$ cat src/rtl/branch_history_table_pkg.sv
// Shared constants for the branch history table: opcode, 2-bit counter
// encodings and the FSM state encoding.
package branch_history_table_pkg;

  localparam logic [6:0] OPC_BRANCH = 7'b1100011;

  localparam logic [1:0] CNT_SNT = 2'b00;
  localparam logic [1:0] CNT_WNT = 2'b01;
  localparam logic [1:0] CNT_WT  = 2'b10;
  localparam logic [1:0] CNT_ST  = 2'b11;

  typedef enum logic {
    ST_INIT = 1'b0,
    ST_RUN  = 1'b1
  } bht_state_e;

endpackage

$ cat src/rtl/branch_history_table_sat_counter2.sv
// Next-state function of a 2-bit saturating direction counter.
module sat_counter2
  import branch_history_table_pkg::*;
(
  input  logic [1:0] cur,
  input  logic       taken,
  output logic [1:0] nxt
);

  always_comb begin
    nxt = cur;
    if (taken && (cur != CNT_ST))
      nxt = cur + 2'd1;
    else if (!taken && (cur != CNT_SNT))
      nxt = cur - 2'd1;
  end

endmodule

$ cat src/rtl/branch_history_table.sv
// Direct-mapped table of 2-bit counters predicting branch direction at fetch
// and training on resolved outcomes; sweeps every entry to WNT after reset.
//
//   state | meaning
//   INIT  | writing WNT to entry r_init_idx, one entry per cycle
//   RUN   | predicting, training and counting statistics
module branch_history_table
  import branch_history_table_pkg::*;
#(
  parameter int IDX_BITS = 6,
  parameter int CNT_W    = 32
) (
  input  logic             clk,
  input  logic             rst_n,
  output logic             ready,
  input  logic             fetch_valid,
  input  logic [31:0]      fetch_pc,
  input  logic [6:0]       fetch_opcode,
  output logic             pred_valid,
  output logic             pred_taken,
  input  logic             resolve_valid,
  input  logic [31:0]      resolve_pc,
  input  logic             resolve_taken,
  input  logic             resolve_pred_taken,
  output logic             mispredict,
  output logic [CNT_W-1:0] branch_count,
  output logic [CNT_W-1:0] mispredict_count
);

  localparam int ENTRIES = 1 << IDX_BITS;

  logic [1:0]          r_table [ENTRIES];
  bht_state_e          r_state;
  bht_state_e          w_state_nxt;
  logic [IDX_BITS-1:0] r_init_idx;
  logic                r_pred_valid;
  logic                r_pred_taken;
  logic [CNT_W-1:0]    r_branch_count;
  logic [CNT_W-1:0]    r_mispredict_count;

  logic [IDX_BITS-1:0] w_fetch_idx;
  logic [IDX_BITS-1:0] w_res_idx;
  logic                w_run;
  logic                w_train;
  logic [1:0]          w_train_cnt;
  logic                w_we;
  logic [IDX_BITS-1:0] w_waddr;
  logic [1:0]          w_wdata;
  logic [1:0]          w_rd_cnt;
  logic                w_pred_valid_nxt;
  logic                w_unused_bits;

  assign w_fetch_idx = fetch_pc[IDX_BITS+1:2];
  assign w_res_idx   = resolve_pc[IDX_BITS+1:2];
  assign w_run       = (r_state == ST_RUN);
  assign w_train     = w_run & resolve_valid;
  assign mispredict  = resolve_valid & (resolve_taken != resolve_pred_taken);

  assign w_unused_bits = ^{fetch_pc[31:IDX_BITS+2], fetch_pc[1:0],
                           resolve_pc[31:IDX_BITS+2], resolve_pc[1:0]};

  sat_counter2 u_sat_counter2 (
    .cur   (r_table[w_res_idx]),
    .taken (resolve_taken),
    .nxt   (w_train_cnt)
  );

  // Single write port: the init sweep owns it in INIT, training in RUN.
  assign w_we    = rst_n & (!w_run | w_train);
  assign w_waddr = w_run ? w_res_idx : r_init_idx;
  assign w_wdata = w_run ? w_train_cnt : CNT_WNT;

  always_ff @(posedge clk) begin
    if (w_we)
      r_table[w_waddr] <= w_wdata;
  end

  // Write-first bypass when the resolve trains the entry being fetched.
  assign w_rd_cnt = (w_train && (w_res_idx == w_fetch_idx)) ? w_train_cnt
                                                            : r_table[w_fetch_idx];
  assign w_pred_valid_nxt = w_run & fetch_valid & (fetch_opcode == OPC_BRANCH);

  always_ff @(posedge clk) begin
    if (!rst_n) begin
      r_state    <= ST_INIT;
      r_init_idx <= '0;
    end else begin
      r_state <= w_state_nxt;
      if (!w_run)
        r_init_idx <= r_init_idx + 1'b1;
    end
  end

  always_comb begin
    w_state_nxt = r_state;
    case (r_state)
      ST_INIT: if (r_init_idx == {IDX_BITS{1'b1}}) w_state_nxt = ST_RUN;
      ST_RUN:  w_state_nxt = ST_RUN;
      default: w_state_nxt = ST_INIT;
    endcase
  end

  always_comb begin
    ready = (r_state == ST_RUN);
  end

  always_ff @(posedge clk) begin
    if (!rst_n) begin
      r_pred_valid       <= 1'b0;
      r_pred_taken       <= 1'b0;
      r_branch_count     <= '0;
      r_mispredict_count <= '0;
    end else begin
      r_pred_valid <= w_pred_valid_nxt;
      r_pred_taken <= w_pred_valid_nxt & w_rd_cnt[1];
      if (w_train && (r_branch_count != {CNT_W{1'b1}}))
        r_branch_count <= r_branch_count + 1'b1;
      if (w_run && mispredict && (r_mispredict_count != {CNT_W{1'b1}}))
        r_mispredict_count <= r_mispredict_count + 1'b1;
    end
  end

  assign pred_valid       = r_pred_valid;
  assign pred_taken       = r_pred_taken;
  assign branch_count     = r_branch_count;
  assign mispredict_count = r_mispredict_count;

endmodule

$ cat config.mk
export PLATFORM = sky130hd
export DESIGN_NAME = branch_history_table
export DESIGN_NICKNAME = d
export VERILOG_FILES = /design/src/rtl/branch_history_table_pkg.sv /design/src/rtl/branch_history_table_sat_counter2.sv /design/src/rtl/branch_history_table.sv
export SDC_FILE = /design/constraint.sdc
export NUM_CORES = 1
export LEC_CHECK = 0
export BUFFER_PORTS_ARGS = -buffer_cell sky130_fd_sc_hd__buf_2
export CORE_ASPECT_RATIO = 1.25
export CORE_MARGIN = 3
export CORE_UTILIZATION = 58
export DETAILED_ROUTE_END_ITERATION = 6
export PLACE_DENSITY = 0.88
export SETUP_SLACK_MARGIN = 0.4
export SYNTH_ARGS = -nofsm -noshare
export SYNTH_HDL_FRONTEND = slang
export SYNTH_SLANG_ARGS = --single-unit
export TNS_END_PERCENT = 5
$ cat constraint.sdc
create_clock -name clk -period 5.9 [get_ports clk]
set_clock_uncertainty 0.1 [all_clocks]
set_input_delay 0.59 -clock clk [delete_from_list [all_inputs] [get_ports clk]]
set_output_delay 0.59 -clock clk [all_outputs]
set_load 0.05 [all_outputs]
==> flow_summary.json <==
{
  "status": "finished, final reports clean",
  "antenna_found_initial": 2,
  "ys.warnings.count": 0,
  "final_nets": 978,
  "cts_buffers": 22,
  "die_y_um": 152.4,
  "wl_mm": 22.78,
  "path_class": "input pin to flip-flop",
  "clock_path_buffers": 3,
  "vias": 7001,
  "worstMarginPinSlew_ns": 1.086,
  "grt_pass1_vias": 6692,
  "dpl-instance-area_um2": 10490,
  "vdd_drop_max_mv": 0.2949,
  "yosysMostFrequentCell": "edfxtp_1",
  "multiInputGateArea_um2": 4365,
  "rsz0062_at_grt": "no",
  "route.detailed.drc": 0,
  "ant_nets": 0,
  "yosysTopAreaCell": "edfxtp_1",
  "period_share_pct": 74.63,
  "fp.coreArea_um2": 16530,
  "fillers": 1167,
  "dr.pass1.iters": 5,
  "gr-usage-all-layers_pct": 23.70,
  "hold_violations": 0,
  "synth_flop_cell": "edfxtp_1",
  "rr_startpoint": "r_table[56][1]",
  "grt_pass1_wl_mm": 35.33,
  "overflow": 0,
  "ff2ff_path_depth": 11,
  "layout_min_cycle_time_ns": 4.403,
  "hold_buffers": 0,
  "clkLatencyLatePin_ns": 0.51,
  "synth_cells": 818,
  "cp_data_required_time_ns": 5.96,
  "top_level_ports": 145,
  "final-seq-area_um2": 5305,
  "whs_endpoint": "pred_valid",
  "crit_fanout": 64,
  "max-cap-violations": 0,
  "avgSynthCellArea_um2": 12.16,
  "post_cts_resized": 0,
  "grt_start_max_net_pins": 80,
  "post_cts_buffers": 0,
  "hold_path.class": "input pin to flip-flop",
  "hpwl_mm": 15.16,
  "reg2reg_to": "r_table[24][0]",
  "rows": 52,
  "cts_root_buf": "clkbuf_16",
  "synth_area_um2": 9943,
  "max_freq_mhz": 227.1,
  "synth_edf_count": 128,
  "finalInstanceArea_um2": 11140,
  "critPathArrivalTime_ns": 4.47,
  "finalMaxSlewViolations": 0,
  "area_growth_pct": 11.99,
  "hold_path_startpoint": "fetch_opcode[3]",
  "power_leakage_nw": 4.413,
  "tns_ns": 0,
  "power_density_nw_per_um2": 255.9,
  "syn_nets": 900,
  "clock-sinks": 201,
  "drt-initial-drc-count": 766,
  "yosysUniqueCellTypes": 65,
  "via_per_inst": 6.218,
  "synthTopCellsByArea": "edfxtp_1 (39%), dfxtp_1 (15%), mux4_2 (7.7%)",
  "cp-end-kind": "flip-flop",
  "cts_tree": "done",
  "whs_path_depth": 2,
  "ys_top_cells_by_count": "edfxtp_1 (128), nor2_1 (78), dfxtp_1 (73), nand2_1 (61), and2_1 (55)",
  "synth_top_area_share_pct": 38.66,
  "slew_headroom_pct": 27.57,
  "setup_viol": 0,
  "clkSlewWorstSetupHoldPaths_ns": 0.06,
  "cp-start-kind": "input pin",
  "cts_max_level": 1,
  "ys_async_sr_fraction_pct": 0,
  "die_area_um2": 18760,
  "rrSetupSlack_ns": 2.18,
  "wl_per_cell_um": 20.23,
  "yosysSeqAreaShare_pct": 53.35,
  "drive_above_1_share_pct": 19.58,
  "place_congestion": 0.8969,
  "initial_core_util_pct": 60.17,
  "die_w_um": 123.1,
  "io_buffers": 92,
  "ys_ff_latch": 201
}
cells in the final DEF (no fill, tap or decap), types with 8 or more instances in the layout:
cell and n:
and3_1 15, o21ai_0 12, buf_2 92, nor3_1 22, clkbuf_16 23, xnor2_1 26, inv_1 13, and2_1 55
dfxtp_1 73, a21oi_1 12, edfxtp_1 128, mux4_2 34, nor2b_1 11, xor2_1 36, mux2i_1 29, nor2_1 78
nand4_1 11, and4_1 11, nand2_1 61, mux4_1 9, a21boi_0 8, nand3_1 41
metrics by stage:
step	hold WS [ns]	cells	power [mW]	setup slack (ns)	utilization [%]
after floorplan	0.3871	818	1.610	0.8731	-
after global placement	0.3749	1088	1.639	1.111	63.49
after detailed placement	0.3931	1088	1.642	0.9865	63.49
after CTS	0.1985	1125	2.867	1.503	67.37
after global routing	0.2005	1126	2.942	1.209	67.38
final	0.2014	1126	2.850	1.497	67.38
state kept, by name, summed over array words and instances (netlist names):
signal,count
r_init_idx,6
branch_count,32
pred_valid,1
mispredict_count,32
ready,1
pred_taken,1
r_table,128
power by group:
group / switching [mW] / internal, mW
logic: 0.0802 / 0.0476
clock network: 0.529 / 0.706
registers: 0.00415 / 1.48
total: 0.614 / 2.24
cell type report:
| class | count | share of cell area, % |
|---|---|---|
| timing repair buffer | 96 | 4.517 |
| inverter | 13 | 0.4382 |
| clock inverter | 10 | 0.4494 |
| tap | 216 | 2.427 |
| clock buffer | 27 | 5.303 |
| sequential | 201 | 47.64 |
| multi-input combinational | 562 | 39.20 |
| antenna | 1 | 0.02247 |
worst max-delay path, stage by stage:
cell      delay, ns
buf_2          0.80
mux4_1         0.65
a22oi_1        0.32
a311oi_1       0.16
nor4_2         0.45
inv_1          0.09
ha_1           0.24
mux2_2         0.32
or3_1          0.31
and2_1         0.17
buf_4          0.30
cells by family (layout without fill, tap and decap cells):
group                    count (synthesis)  count (layout)  synth area share [%]
other                                    0               1                     0
multiplexers                            74              74                 13.23
adder cells (fa/ha/maj)                  5               5                0.6292
XOR/XNOR                                62              62                 5.461
buffers and inverters                   55             146                 2.856
AND/OR/NAND/NOR                        353             353                 19.59
AO/OA/AOI/OAI                           68              68                 4.883
flip-flops                             201             201                 53.35
metal layers:
metal  vias to the layer above  global-route usage [%]  share of wire [%]
met4                         2                   8.127                3.6
li1                       3213                       -                  -
met5                         -                       0              0.048
met2                       356                   41.83                 51
met3                        68                   4.382                8.0
met1                      3362                   28.93                 37
how the worst max path moves through the flow:
stage	slack (ns)	start	cells after the start	end
final	1.50	resolve_pc[2]	11	r_table[24][0]
after global routing	1.21	resolve_pc[2]	11	r_table[62][0]
after CTS	1.50	resolve_pc[2]	11	r_table[1][0]
after detailed placement	0.99	resolve_pc[2]	11	r_table[0][0]
after global placement	1.11	resolve_pc[2]	11	r_table[1][0]
after floorplan	0.87	resolve_pc[2]	12	r_table[0][1]
Note: power is estimated with default switching activity, not from simulation.
